## config.mk

```make
export PLATFORM = sky130hd
export DESIGN_NAME = rx_fifo
export DESIGN_NICKNAME = d
export VERILOG_FILES = /design/src/rtl/rx_fifo.sv
export SDC_FILE = /design/constraint.sdc
export NUM_CORES = 1
export LEC_CHECK = 0
export ABC_CLOCK_PERIOD_IN_PS = 3040
export CORE_ASPECT_RATIO = 1.5
export CORE_MARGIN = 5
export CORE_UTILIZATION = 49
export DETAILED_ROUTE_END_ITERATION = 10
export GPL_TIMING_DRIVEN = 0
export PLACE_DENSITY = 0.75
export REMOVE_ABC_BUFFERS = 1
export SLEW_MARGIN = 5
export SYNTH_ARGS = -nofsm -noshare
export SYNTH_HDL_FRONTEND = slang
export SYNTH_SLANG_ARGS = --single-unit
```

## constraint.sdc

```tcl
create_clock -name clk -period 3.04 [get_ports clk]
set_input_delay 0.912 -clock clk [delete_from_list [all_inputs] [get_ports clk]]
set_output_delay 0.912 -clock clk [all_outputs]
set_load 0.005 [all_outputs]
```

## src/rtl/rx_fifo.sv

```systemverilog
// Receive-side byte FIFO with first-word fall-through output and sticky
// overrun/underrun flags; flush clears pointers and flags but leaves memory alone.
module rx_fifo #(
  parameter int DEPTH  = 8,
  parameter int DATA_W = 8
) (
  input  logic                    clk,
  input  logic                    n_rst,
  input  logic                    w_enable,
  input  logic [DATA_W-1:0]       w_data,
  input  logic                    r_enable,
  input  logic                    flush,
  output logic [DATA_W-1:0]       r_data,
  output logic                    empty,
  output logic                    full,
  output logic [$clog2(DEPTH):0]  count,
  output logic                    overrun,
  output logic                    underrun
);

  localparam int AW = $clog2(DEPTH);
  localparam logic [AW:0]   FULL_CNT = (AW+1)'(DEPTH);
  localparam logic [AW:0]   CNT_ONE  = 1;
  localparam logic [AW-1:0] PTR_ONE  = 1;

  logic [DATA_W-1:0] r_mem [DEPTH];
  logic [AW-1:0]     r_wptr;
  logic [AW-1:0]     r_rptr;
  logic [AW:0]       r_count;
  logic              r_overrun;
  logic              r_underrun;

  logic              w_wr_ok;
  logic              w_rd_ok;

  assign empty    = (r_count == '0);
  assign full     = (r_count == FULL_CNT);
  assign count    = r_count;
  assign overrun  = r_overrun;
  assign underrun = r_underrun;

  // Gating r_data while empty keeps stale entries hidden after a flush.
  assign r_data   = empty ? '0 : r_mem[r_rptr];

  assign w_wr_ok  = w_enable && !flush && !full;
  assign w_rd_ok  = r_enable && !flush && !empty;

  always_ff @(posedge clk or negedge n_rst) begin
    if (!n_rst) begin
      r_wptr     <= '0;
      r_rptr     <= '0;
      r_count    <= '0;
      r_overrun  <= 1'b0;
      r_underrun <= 1'b0;
      for (int i = 0; i < DEPTH; i++) begin
        r_mem[i] <= '0;
      end
    end else if (flush) begin
      r_wptr     <= '0;
      r_rptr     <= '0;
      r_count    <= '0;
      r_overrun  <= 1'b0;
      r_underrun <= 1'b0;
    end else begin
      if (w_wr_ok) begin
        r_mem[r_wptr] <= w_data;
        r_wptr        <= r_wptr + PTR_ONE;
      end
      if (w_rd_ok) begin
        r_rptr <= r_rptr + PTR_ONE;
      end
      case ({w_wr_ok, w_rd_ok})
        2'b10:   r_count <= r_count + CNT_ONE;
        2'b01:   r_count <= r_count - CNT_ONE;
        default: r_count <= r_count;
      endcase
      if (w_enable && full) begin
        r_overrun <= 1'b1;
      end
      if (r_enable && empty) begin
        r_underrun <= 1'b1;
      end
    end
  end

endmodule

```

==> parameters.txt, run 1 <==
Parameter                              Value

Synthesis
  Count of synthesis-stage warnings from yosys ... 0
  Seq/Total Area, Yosys ... 0.494
  Cell type contributing the most total cell area after synthesis ... sky130_fd_sc_hd__dfrtp_1
  Dominant synthesized flop cell ... sky130_fd_sc_hd__dfrtp_1
  Combined area of all synthesized cells ... around 3800 um^2
  Number of instances in the synthesized netlist ... roughly 260
  Async S/R FF share, synth ... 1.00
  Synthesized flop and latch total ... 76
  Share of Yosys cell area claimed by the top area cell type ... 0.494
  Post-Syn Area per Cell ... around 15 um^2
  Number of distinct library cells after synthesis ... 44
  Number of synthesized flops with an enable pin ... 0
  Top cells by area, synth ... sky130_fd_sc_hd__dfrtp_1 (49%), sky130_fd_sc_hd__mux2_2 (14%), sky130_fd_sc_hd__mux4_2 (9.4%), sky130_fd_sc_hd__mux2_4 (6.2%), sky130_fd_sc_hd__mux2i_1 (2.9%)

Floorplan
  Core region area ... 7660 um^2
  Starting Density ... 0.503
  Ports placed on the boundary ... 29
  Vertical die dimension ... about 120 um
  Die Outline Area ... 9770 um^2
  Width of the die ... between 80 and 90 um
  Number of placement rows ... 39

Setup path
  Endpoint of the worst register-to-register path ... count[3]
  Path depth of the worst reg2reg path ... 6
  Worst Setup Start Kind ... flop
  Slowest cell on the critical path ... sky130_fd_sc_hd__mux4_2
  Destination of the critical timing path ... r_data[6]
  Worst Setup End Kind ... primary output
  Stages on worst setup path ... 5
  Worst setup path category ... reg -> out
  Critical path, cell by cell ... buf_12 -> mux4_2 -> mux2i_1 -> nor2_1 -> clkdlybuf4s50_1
  Maximum fanout count along the critical path ... 9
  Worst path bufs/invs ... 2
  Required @ worst endpoint ... 2.13 ns
  Origin of the critical flop-to-flop path ... count[1]
  Flop-to-flop setup slack ... 0.19 ns
  Largest delay share family, worst path ... multiplexers
  Crit path from ... r_rptr[0]
  Arrival @ worst endpoint ... around 2.1 ns
  Peak per-stage delay on the critical path ... roughly 0.50 ns

Timing
  Highest clock frequency the design can meet ... around 0.34 GHz
  RSZ-0062 raised after global routing ... true
  Transition time at the pin with the least slew margin ... 1.09 ns
  Ratio of final minimum period to clock period ... 0.979
  Slew headroom ... 0.263
  Final worst slack ... approximately 0.065 ns
  Crit path time final ... 2.97 ns
  Worst-case clock skew ... 0.00621 ns
  Setup-violating endpoint count in the final report ... 0
  Count of final max-slew check failures ... 0
  Final hold violations ... 0

Placement
  DP Wirelength ... 4.82 mm
  Placed cell areas ... 4210 um^2
  Count of buffers inserted at the top-level ports ... 28
  Minimum setup slack after placement ... -0.380 ns
  Weighted congestion reported at the end of routability-driven placement ... roughly 0.74
  Placed Instances ... 377

Global route
  Vias in the first global route ... between 2,000 and 2,500
  Pin count of the biggest net entering global routing ... 70
  Antenna violations before repair ... 0
  Global route total overflow ... 0
  First-pass GRT wire length ... 12.3 mm
  Global router's overall resource usage ... 0.173

Clock network
  Cell chosen for the clock root ... sky130_fd_sc_hd__clkbuf_16
  Post-CTS Hold Buffers ... 0
  Count of clock tree sinks ... 76
  Worst-case clock buffer depth ... 2
  CTS tree ... yes
  Worst-skew pair later-pin latency ... approximately 0.33 ns
  TritonCTS Buffers ... 9
  Clock-pin slew on the worst setup and hold paths ... about 0.060 ns
  Total number of H-tree levels ... 3

Detailed routing
  Mean number of vias per cell ... 5.67
  Number of nets with antenna violations after routing ... 0
  Count of TritonRoute iterations in the first routing pass ... 4
  Violation count after the first detailed-route iteration ... roughly 90
  DR DRC count ... 0
  Number of vias in the routed layout ... ~2,300
  Average routed wire per standard cell ... 19.0 um
  DRT Wirelength ... a little under 8 mm

Power
  Standby leakage power ... ~2.2 nW
  Worst IR Drop VDD ... about 440 uV
  Power Density ... between 800 and 900 nW/um^2
  Design Power ... 4.19 mW

Finish
  Number of filler instances in the final layout ... roughly 600
  FF+latch area ... roughly 1900 um^2
  Final antenna diode count ... 0
  Post-Layout Cell Count ... 407
  Share of layout cells above drive strength 1 ... 0.423
  End-of-flow core utilization ... 0.611
  Area growth from synthesis to final layout ... 21.7%
  Layout net count ... approximately 320
  Design area ... between 4000 and 5000 um^2
  Multi-input logic area ... 1870 um^2

Outcome
  Outcome ... completed

Run
  Maxcap violations ... 0

Hold path
  Min-Delay Path Class ... in -> async
-- how the worst min path moves through the flow --
| stage | start | to | cells past startpoint |
|---|---|---|---|
| 4_1_cts | n_rst | r_mem[22] | 1 |
| 3_5_place_dp | overrun | overrun | 2 |
| 5_1_grt | n_rst | r_mem[22] | 1 |
| 6_report | n_rst | r_mem[22] | 1 |
| 2_1_floorplan | r_mem[10] | r_mem[10] | 1 |
| 3_3_place_gp | overrun | overrun | 2 |
-- worst reg2reg max path: stages, from the launching register on --
cell,delay (ns)
sky130_fd_sc_hd__dfrtp_1,0.50
sky130_fd_sc_hd__o41ai_2,1.02
sky130_fd_sc_hd__a211oi_2,0.15
sky130_fd_sc_hd__ha_1,0.39
sky130_fd_sc_hd__a31oi_1,0.13
sky130_fd_sc_hd__o311a_1,0.33
sky130_fd_sc_hd__o32ai_2,0.25
-- cell usage after synthesis, types with 2 or more instances --
master and n:
sky130_fd_sc_hd__nand4b_4 2, sky130_fd_sc_hd__a31oi_1 2, sky130_fd_sc_hd__buf_2 5, sky130_fd_sc_hd__mux4_2 16, sky130_fd_sc_hd__clkbuf_1 5, sky130_fd_sc_hd__o21ai_0 3
sky130_fd_sc_hd__buf_6 2, sky130_fd_sc_hd__nor2_1 18, sky130_fd_sc_hd__inv_1 4, sky130_fd_sc_hd__mux2_4 16, sky130_fd_sc_hd__a21oi_1 2, sky130_fd_sc_hd__nand3_1 2
sky130_fd_sc_hd__mux2i_1 11, sky130_fd_sc_hd__dfrtp_1 76, sky130_fd_sc_hd__mux2_2 48, sky130_fd_sc_hd__xor2_1 4, sky130_fd_sc_hd__ha_1 4, sky130_fd_sc_hd__xnor2_1 4
sky130_fd_sc_hd__nor3_1 2, sky130_fd_sc_hd__nand2_1 6, sky130_fd_sc_hd__buf_1 3, sky130_fd_sc_hd__nand2b_1 3, sky130_fd_sc_hd__nor4b_4 2
-- placed cells by master, fill, tap and decap left out, drive strengths merged, types with 2 or more instances in the layout --
cell           count
dfrtp             76
mux2              64
clkdlybuf4s50     21
nor2              18
buf               17
mux4              16
clkbuf            12
mux2i             11
nand2              7
inv                4
xnor2              4
xor2               4
ha                 4
dlymetal6s2s       4
o21ai              3
nand2b             3
nand3              3
nor3               3
nor4               2
nor4b              2
nand4b             2
a31oi              2
a21oi              2
bufinv             2
dlygate4sd2        2
a211oi             2
and2               2
clkinv             2
-- flip-flops by register name, indices dropped and copies added (netlist names) --
signal,count
r_mem,64
count,4
r_rptr,3
r_wptr,3
overrun,1
underrun,1
-- routing by layer --
| metal | vias up | track usage | part of all wire |
|---|---|---|---|
| met4 | 0 | 0.0977 | 0.026 |
| met5 | - | 0 | 0 |
| li1 | 1038 | - | - |
| met1 | 1210 | 0.214 | 0.41 |
| met2 | 44 | 0.274 | 0.54 |
| met3 | 14 | 0.0373 | 0.027 |
-- power breakdown --
part,internal [mW],switching (mW),leakage (nW)
Combinational,0.943,0.591,1.06
Sequential,1.28,0.259,1.01
Clock,0.719,0.393,0.151
-- per-stage QoR --
stage / setup TNS (ns) / hold slack, ns
2_1_floorplan: 0 / 0.474
3_3_place_gp: -131.25 / 0.481
3_5_place_dp: -13.26 / 0.482
4_1_cts: 0 / 0.396
5_1_grt: -0.0186 / 0.402
6_report: 0 / 0.404
-- cells by family (layout without fill, tap and decap cells) --
family	after synthesis	after routing	synth area share
muxes	91	91	0.325
DFF	76	76	0.494
and+or+nand+nor	47	47	0.0913
buffers and inverters	20	64	0.0260
AOI/OAI and AO/OA	15	15	0.0325
xor gates and xnor gates	8	8	0.0182
adders and majority gates	4	4	0.0130
-- repair_timing --
item | CTS | global route
endpoints found under the setup margin | 26 | 26
resized for setup | 8 | 7
setup buffers | 4 | 10
pin swaps | 1 | 4
-- final cells by class --
cell class,count,share of cell area
flip-flops and latches,76,0.407
multi-input cells,165,0.400
repair buffers,44,0.0962
clock buffers,12,0.0505
well taps,102,0.0272
clock inverters,4,0.0158
inverters,4,0.00321
Note: power is estimated with default switching activity, not from simulation.
==> run 2, diff against run 1 <==
Settings changed: CTS_CLUSTER_SIZE set to 16.
==> results of run 2 <==
No change in the layout: final DEF, timing and power equal those of run 1.
